## src/rtl/mem_access_unit_pkg.sv

```systemverilog
// Shared definitions for the MEM stage: funct3 encodings, FSM states and lane helpers.
package mem_access_unit_pkg;

    localparam logic [63:0] MEM_BASE_DEFAULT = 64'h8000_0000;

    localparam logic [2:0] F3_B  = 3'b000;
    localparam logic [2:0] F3_H  = 3'b001;
    localparam logic [2:0] F3_W  = 3'b010;
    localparam logic [2:0] F3_D  = 3'b011;
    localparam logic [2:0] F3_BU = 3'b100;
    localparam logic [2:0] F3_HU = 3'b101;
    localparam logic [2:0] F3_WU = 3'b110;

    typedef enum logic [1:0] {
        ST_IDLE,
        ST_REQ,
        ST_WAIT,
        ST_FULL
    } mau_state_e;

    function automatic int unsigned lane_count(input int unsigned xlen);
        return xlen / 8;
    endfunction

    function automatic int unsigned off_width(input int unsigned xlen);
        return $clog2(xlen / 8);
    endfunction

    // Size alignment check on the byte offset; unsupported store sizes never flag.
    function automatic logic is_misaligned(input logic is_st, input logic [2:0] f3,
                                           input logic [2:0] off);
        logic mis;
        mis = 1'b0;
        if (!(is_st && f3[2]) && f3 != 3'b111) begin
            case (f3[1:0])
                2'b01:   mis = off[0];
                2'b10:   mis = |off[1:0];
                2'b11:   mis = |off;
                default: mis = 1'b0;
            endcase
        end
        return mis;
    endfunction

endpackage

```

## src/rtl/mem_access_unit_lane.sv

```systemverilog
// mem_lane_align: combinational store mask/data lane shifter and load extract/extend.
module mem_lane_align
    import mem_access_unit_pkg::*;
#(
    parameter int unsigned XLEN = 64,
    localparam int unsigned LANES = lane_count(XLEN),
    localparam int unsigned OFFW = off_width(XLEN)
) (
    input  logic [2:0]       funct3_i,
    input  logic [OFFW-1:0]  off_i,
    input  logic [XLEN-1:0]  st_data_i,
    input  logic [XLEN-1:0]  ld_word_i,
    output logic [LANES-1:0] st_mask_o,
    output logic [XLEN-1:0]  st_data_o,
    output logic [XLEN-1:0]  ld_data_o
);

    logic [XLEN-1:0] lane;

    always_comb begin
        st_data_o = st_data_i << {off_i, 3'b000};
        lane      = ld_word_i >> {off_i, 3'b000};
        st_mask_o = '0;
        ld_data_o = '0;

        // Shifted masks are truncated at LANES bits, dropping bytes past the word.
        case (funct3_i)
            F3_B:    st_mask_o = LANES'(4'h1) << off_i;
            F3_H:    st_mask_o = LANES'(4'h3) << off_i;
            F3_W:    st_mask_o = LANES'(4'hF) << off_i;
            F3_D:    st_mask_o = (XLEN == 64) ? '1 : '0;
            default: st_mask_o = '0;
        endcase

        case (funct3_i)
            F3_B:    ld_data_o = XLEN'($signed(lane[7:0]));
            F3_H:    ld_data_o = XLEN'($signed(lane[15:0]));
            F3_W:    ld_data_o = XLEN'($signed(lane[31:0]));
            F3_D:    ld_data_o = (XLEN == 64) ? ld_word_i : '0;
            F3_BU:   ld_data_o = XLEN'(lane[7:0]);
            F3_HU:   ld_data_o = XLEN'(lane[15:0]);
            F3_WU:   ld_data_o = (XLEN == 64) ? XLEN'(lane[31:0]) : '0;
            default: ld_data_o = '0;
        endcase
    end

endmodule

```

## src/rtl/mem_access_unit.sv

```systemverilog
// MEM stage with request/response memory port and valid/ready output register.
// Define MEM_MISALIGN_TRAP_EN to turn misaligned accesses into flagged no-request results.
module mem_access_unit
    import mem_access_unit_pkg::*;
#(
    parameter int unsigned XLEN     = 64,
    parameter logic [63:0] MEM_BASE = MEM_BASE_DEFAULT,
    parameter int unsigned IDX_W    = 32
) (
    input  logic                 clk,
    input  logic                 reset,
    input  logic                 in_valid,
    output logic                 in_ready,
    input  logic [XLEN-1:0]      in_pc,
    input  logic [31:0]          in_ins,
    input  logic                 in_ld,
    input  logic                 in_st,
    input  logic [2:0]           in_funct3,
    input  logic [XLEN-1:0]      in_addr,
    input  logic [XLEN-1:0]      in_wdata,
    input  logic [4:0]           in_rdest,
    input  logic                 in_reg_w_en,
    output logic                 mem_req_valid,
    input  logic                 mem_req_ready,
    output logic                 mem_req_we,
    output logic [IDX_W-1:0]     mem_req_idx,
    output logic [XLEN-1:0]      mem_req_wdata,
    output logic [XLEN/8-1:0]    mem_req_wmask,
    input  logic                 mem_rsp_valid,
    input  logic [XLEN-1:0]      mem_rsp_rdata,
    output logic                 out_valid,
    input  logic                 out_ready,
    output logic [XLEN-1:0]      out_pc,
    output logic [31:0]          out_ins,
    output logic                 out_reg_w_en,
    output logic [4:0]           out_rdest,
    output logic [XLEN-1:0]      out_wb_data,
    output logic                 out_misalign,
    output logic                 fwd_reg_w_en,
    output logic [4:0]           fwd_rdest,
    output logic [XLEN-1:0]      fwd_data
);

    localparam int unsigned LANES = lane_count(XLEN);
    localparam int unsigned OFFW  = off_width(XLEN);

    mau_state_e state_q, state_d;

    logic              req_we_q, req_ld_q;
    logic [IDX_W-1:0]  req_idx_q;
    logic [XLEN-1:0]   req_wdata_q;
    logic [2:0]        req_f3_q;
    logic [OFFW-1:0]   req_off_q;
    logic [XLEN-1:0]   pend_pc_q;
    logic [31:0]       pend_ins_q;
    logic [4:0]        pend_rdest_q;
    logic              pend_reg_w_en_q;

    logic [XLEN-1:0]   out_pc_q, out_pc_d;
    logic [31:0]       out_ins_q, out_ins_d;
    logic              out_reg_w_en_q, out_reg_w_en_d;
    logic [4:0]        out_rdest_q, out_rdest_d;
    logic [XLEN-1:0]   out_wb_data_q, out_wb_data_d;
    logic              out_misalign_q, out_misalign_d;

    logic              accept, mem_op, trap, latch_req;
    logic [OFFW-1:0]   in_off;
    logic [XLEN-1:0]   rel_addr;
    logic [LANES-1:0]  al_mask;
    logic [XLEN-1:0]   al_wdata, al_ld_data;

    assign in_ready = (state_q == ST_IDLE) || (state_q == ST_FULL && out_ready);
    assign accept   = in_valid && in_ready;
    assign mem_op   = in_ld || in_st;
    assign in_off   = in_addr[OFFW-1:0];
    assign rel_addr = in_addr - XLEN'(MEM_BASE);

`ifdef MEM_MISALIGN_TRAP_EN
    assign trap = mem_op && is_misaligned(in_st, in_funct3, 3'(in_off));
`else
    assign trap = 1'b0;
`endif

    // Aligner runs off the latched request so wdata/wmask stay stable through REQ.
    mem_lane_align #(
        .XLEN(XLEN)
    ) u_align (
        .funct3_i  (req_f3_q),
        .off_i     (req_off_q),
        .st_data_i (req_wdata_q),
        .ld_word_i (mem_rsp_rdata),
        .st_mask_o (al_mask),
        .st_data_o (al_wdata),
        .ld_data_o (al_ld_data)
    );

    always_comb begin
        state_d        = state_q;
        latch_req      = 1'b0;
        out_pc_d       = out_pc_q;
        out_ins_d      = out_ins_q;
        out_reg_w_en_d = out_reg_w_en_q;
        out_rdest_d    = out_rdest_q;
        out_wb_data_d  = out_wb_data_q;
        out_misalign_d = out_misalign_q;

        case (state_q)
            ST_IDLE, ST_FULL: begin
                if (accept) begin
                    if (mem_op && !trap) begin
                        state_d   = ST_REQ;
                        latch_req = 1'b1;
                    end else begin
                        state_d        = ST_FULL;
                        out_pc_d       = in_pc;
                        out_ins_d      = in_ins;
                        out_rdest_d    = in_rdest;
                        out_reg_w_en_d = in_reg_w_en && !trap;
                        out_wb_data_d  = trap ? '0 : in_addr;
                        out_misalign_d = trap;
                    end
                end else if (state_q == ST_FULL && out_ready) begin
                    state_d = ST_IDLE;
                end
            end
            ST_REQ: begin
                if (mem_req_ready) state_d = ST_WAIT;
            end
            ST_WAIT: begin
                if (mem_rsp_valid) begin
                    state_d        = ST_FULL;
                    out_pc_d       = pend_pc_q;
                    out_ins_d      = pend_ins_q;
                    out_rdest_d    = pend_rdest_q;
                    out_reg_w_en_d = pend_reg_w_en_q;
                    out_wb_data_d  = req_ld_q ? al_ld_data : '0;
                    out_misalign_d = 1'b0;
                end
            end
            default: state_d = ST_IDLE;
        endcase
    end

    always_ff @(posedge clk or negedge reset) begin
        if (!reset) begin
            state_q         <= ST_IDLE;
            req_we_q        <= 1'b0;
            req_ld_q        <= 1'b0;
            req_idx_q       <= '0;
            req_wdata_q     <= '0;
            req_f3_q        <= '0;
            req_off_q       <= '0;
            pend_pc_q       <= '0;
            pend_ins_q      <= '0;
            pend_rdest_q    <= '0;
            pend_reg_w_en_q <= 1'b0;
            out_pc_q        <= '0;
            out_ins_q       <= '0;
            out_reg_w_en_q  <= 1'b0;
            out_rdest_q     <= '0;
            out_wb_data_q   <= '0;
            out_misalign_q  <= 1'b0;
        end else begin
            state_q        <= state_d;
            out_pc_q       <= out_pc_d;
            out_ins_q      <= out_ins_d;
            out_reg_w_en_q <= out_reg_w_en_d;
            out_rdest_q    <= out_rdest_d;
            out_wb_data_q  <= out_wb_data_d;
            out_misalign_q <= out_misalign_d;
            if (latch_req) begin
                req_we_q        <= in_st;
                req_ld_q        <= in_ld;
                req_idx_q       <= IDX_W'(rel_addr >> OFFW);
                req_wdata_q     <= in_wdata;
                req_f3_q        <= in_funct3;
                req_off_q       <= in_off;
                pend_pc_q       <= in_pc;
                pend_ins_q      <= in_ins;
                pend_rdest_q    <= in_rdest;
                pend_reg_w_en_q <= in_reg_w_en;
            end
        end
    end

    assign mem_req_valid = (state_q == ST_REQ);
    assign mem_req_we    = req_we_q;
    assign mem_req_idx   = req_idx_q;
    assign mem_req_wdata = al_wdata;
    assign mem_req_wmask = req_we_q ? al_mask : '0;

    assign out_valid     = (state_q == ST_FULL);
    assign out_pc        = out_pc_q;
    assign out_ins       = out_ins_q;
    assign out_reg_w_en  = out_reg_w_en_q;
    assign out_rdest     = out_rdest_q;
    assign out_wb_data   = out_wb_data_q;
    assign out_misalign  = out_misalign_q;

    assign fwd_reg_w_en  = in_reg_w_en && in_valid;
    assign fwd_rdest     = in_rdest;
    assign fwd_data      = in_ld ? '0 : in_addr;

endmodule

```

## config.mk

```make
export PLATFORM = sky130hd
export DESIGN_NAME = mem_access_unit
export DESIGN_NICKNAME = d
export VERILOG_FILES = /design/src/rtl/mem_access_unit_pkg.sv /design/src/rtl/mem_access_unit_lane.sv /design/src/rtl/mem_access_unit.sv
export SDC_FILE = /design/constraint.sdc
export NUM_CORES = 1
export LEC_CHECK = 0
export ABC_AREA = 1
export CAP_MARGIN = 10
export CORE_AREA = 3 3 251 253
export DETAILED_ROUTE_END_ITERATION = 7
export DIE_AREA = 0 0 254 256
export GPL_TIMING_DRIVEN = 0
export PLACE_DENSITY_LB_ADDON = 0.15
export REMOVE_ABC_BUFFERS = 1
export SLEW_MARGIN = 15
export SYNTH_ARGS = -nofsm -noshare
export SYNTH_HDL_FRONTEND = slang
export SYNTH_HIERARCHICAL = 1
export SYNTH_SLANG_ARGS = --single-unit
```

## constraint.sdc

```tcl
create_clock -name clk -period 1.95 [get_ports clk]
set_input_delay 0.195 -clock clk [delete_from_list [all_inputs] [get_ports clk]]
set_output_delay 0.195 -clock clk [all_outputs]
set_load 0.01 [all_outputs]
```

==> summary.txt <==
CTS
  – Clock tree sinks: 374
  – Clock Latency Late Sink: 600 ps
  – CTS tree: yes
  – Clock transition at the registers of the reported paths: 60 ps
  – CTS buffer count: 48
  – Clock Tree Root: clkbuf_16
  – H-tree Lvls: 2
  – Longest Clk Path Bufs: 3

Logic synthesis
  – Post-synthesis sequential area ratio: 0.4326
  – Share of the synthesized area in the top cell type: 0.4326
  – Syn avg cell area: 6.837 sq um
  – Syn Std Cell Area: 21630 sq um
  – Synth area leaders: dfrtp_1, nand2_1, nand3_1
  – Synth warnings: 6
  – Post-Syn Instances: 3164
  – Ys flop type: dfrtp_1
  – Async set or reset register ratio after synthesis: 1.000
  – Library cells used by synthesis: 35
  – Top cells by count, synth: nand2_1, dfrtp_1, nand3_1, o21ai_0, nor2_1
  – Synth Register Bits: 374
  – Count leader, synth: nand2_1
  – Area leader, netlist: dfrtp_1
  – EDFF count, synth: 0

Critical path
  – Critical path data arrival time: 2310 ps
  – Reg2reg setup slack: -550 ps
  – Crit Reg-Reg Endpoint: out_wb_data[15]
  – Delay of the slowest critical-path stage: 480 ps
  – Worst r2r path cells: 7
  – WP buf/inv: 6
  – Crit path top cell by count: buf_12
  – Setup CP Type: reg2out
  – Worst EP required: 1750 ps
  – Max FO, Critical Path: 5
  – CP Capture Type: primary output
  – Worst path top cell family by delay: buffers and inverters
  – CP startpoint kind: flop
  – Worst path cell trace: buf_12, buf_6, nor2_4, clkbuf_16, buf_8, buf_12, nand2_2, o211ai_1, buf_2
  – Slowest CP cell: dfrtp_4
  – Worst flop-to-flop path startpoint: req_f3_q[0]

Timing
  – Worst Max-Slew Pin Slew: 1246 ps
  – Unrepaired setup endpoints after global routing: yes
  – Max_slew headroom: 0.1694
  – Setup ws final: -558.5 ps
  – Total Neg Setup Slack: -54760 ps
  – Final setup viols: 250
  – Final Cycle Share: 1.286
  – F_max: 0.3987 GHz
  – Final count of pins violating max slew: 0
  – Crit path time final: 2508 ps
  – Final hold violations: 0
  – Clock Skew: 29.17 ps

Detailed routing
  – Vias/cell: 5.198
  – DR WL/cell: 22.92 um
  – DR vias: 24670
  – Drt first pass iters: 8
  – DRC Markers: 0
  – DRT iter0 DRCs: 2378
  – Post-DRT Antenna Nets: 0
  – Routed WL: 108800 um

Placement
  – # port buffers: 648
  – DP HPWL: 59620 um
  – GPL Wtd Cong: 0.8365
  – DP Worst Slack: -1599 ps

Floorplan
  – Initial Utilization: 0.3532
  – Full die area: 65020 sq um
  – Die W: 254 um
  – Core area: 61260 sq um
  – Rows: 91
  – Die Y: 256 um
  – # IOs: 650

Power
  – PD cells: 1860 nW/um^2
  – Clock network power share: 0.140
  – Cell-internal power: 34.35 mW
  – Maximum vdd drop: 1033 uV
  – P_sw: 30.16 mW
  – Final Power: 64.51 mW
  – Sequential share of power: 0.212
  – LEAKAGE: 17.44 nW
  – Sw frac: 0.4675
  – Logic pwr share: 0.648

Global routing
  – Met3 GRT Util: 0.09186
  – GRT busiest layer: met2
  – Initial antenna violation count: 22
  – GRT Util Overall: 0.3157
  – Largest net degree at the start of global routing: 96
  – Routing usage on met2: 0.4940
  – Vias in the first global route: 23070
  – GRT met1 Usage: 0.4068
  – First-pass GRT wire length: 153400 um
  – GR Overflow Total: 0

Status
  – Outcome: finished, violations left
  – Failing checks: negative setup slack

Layout
  – FILL cells: 5744
  – Total Nets Final: 4208
  – Final Core Density: 0.5662
  – Ratio of cells with drive above 1 in the final layout: 0.1791
  – Area growth from synthesis to layout: 60.32%

Worst hold path
  – Hold crit path type: in2async

Flow run
  – Max-cap violations: 0
## final cells by class
class / count / area (sq um) / area share
multi-input cells: 2419 / 11930 / 0.3440
repair buffers: 887 / 9937 / 0.2865
flip-flops and latches: 374 / 9379 / 0.2704
clock buffers: 73 / 1395 / 0.04023
well taps: 790 / 988.4 / 0.02850
inverters: 159 / 699.4 / 0.02017
clock inverters: 15 / 190.2 / 0.005484
repair inverters: 9 / 113.9 / 0.003283
diodes: 19 / 47.55 / 0.001371
## timing repair
action / 4_1_cts / 5_1_grt
resized for setup: 575 / 289
setup buffers: 121 / 58
pin swaps: 80 / 128
cloned: 51 / 9
endpoints found under the hold margin: 61 / 0
hold buffers: 1 / 0
setup endpoints to repair: 450 / 402
## power groups by stage
stage                     sequential [mW]  combinational (mW)  clock (mW)
after detailed placement             13.6                29.7           0
after CTS                            13.5                38.0        9.19
after floorplan                      14.2                12.8           0
final                                13.7                41.8        9.01
after global routing                 14.1                44.4        9.49
after global placement               14.2                22.8           0
## placed cells by master, fill, tap and decap left out, types with 37 or more instances in the layout
cell,Yosys,layout
buf_12,3,46
buf_16,0,39
buf_2,118,53
buf_4,16,99
buf_6,24,44
clkbuf_16,0,55
clkdlybuf4s50_1,0,571
dfrtp_1,374,366
inv_1,152,135
nand2_1,1617,1559
nand3_1,257,207
nand3_2,51,64
nand3_4,0,37
nor2_1,159,145
o211ai_1,50,50
o21ai_0,176,63
o21ai_1,24,81
o21ai_2,0,50
## state kept, by name, indices dropped and copies added, names as in the netlist, 2 cells and up
register / cells
mem_req_idx: 32
out_ins: 32
out_pc: 64
out_rdest: 5
out_wb_data: 64
pend_ins_q: 32
pend_pc_q: 64
pend_rdest_q: 5
req_f3_q: 3
req_off_q: 3
req_wdata_q: 64
state_q: 2
## per-layer routing
metal / part of all wire / up-vias
met2: 0.46 / 1211
met3: 0.10 / 265
li1: - / 11440
met4: 0.043 / 8
met1: 0.40 / 11740
met5: 0.00038 / -
## cells by family after synthesis
group | Yosys count | share of synthesized area
flops | 374 | 0.4326
compound gates | 284 | 0.07287
other cells | 1 | 0.0001733
buf+inv | 386 | 0.08803
fa+ha+maj | 5 | 0.002892
xor+xnor | 3 | 0.001215
simple gates | 2111 | 0.4022
## metrics by stage
step / hold slack, ps / instances / instance area, sq um
floorplan: -100.6 / 2937 / 20330
global placement: 452.1 / 4375 / 27810
detailed placement: 181.5 / 4411 / 28780
CTS: 92.09 / 4671 / 33180
global route: 129.4 / 4740 / 34670
finish: 129.4 / 4745 / 34680
## worst max path at each step
| stage | from | endpoint | cells after the start |
|---|---|---|---|
| floorplan | state_q[0] | out_ins[0] | 8 |
| global placement | state_q[0] | out_pc[11] | 8 |
| CTS | req_off_q[0] | mem_req_wdata[55] | 9 |
| finish | req_off_q[2] | mem_req_wdata[47] | 9 |
| detailed placement | req_off_q[2] | mem_req_wmask[6] | 10 |
| global route | req_off_q[0] | mem_req_wdata[51] | 8 |
Power figures use the tool's default switching activity.
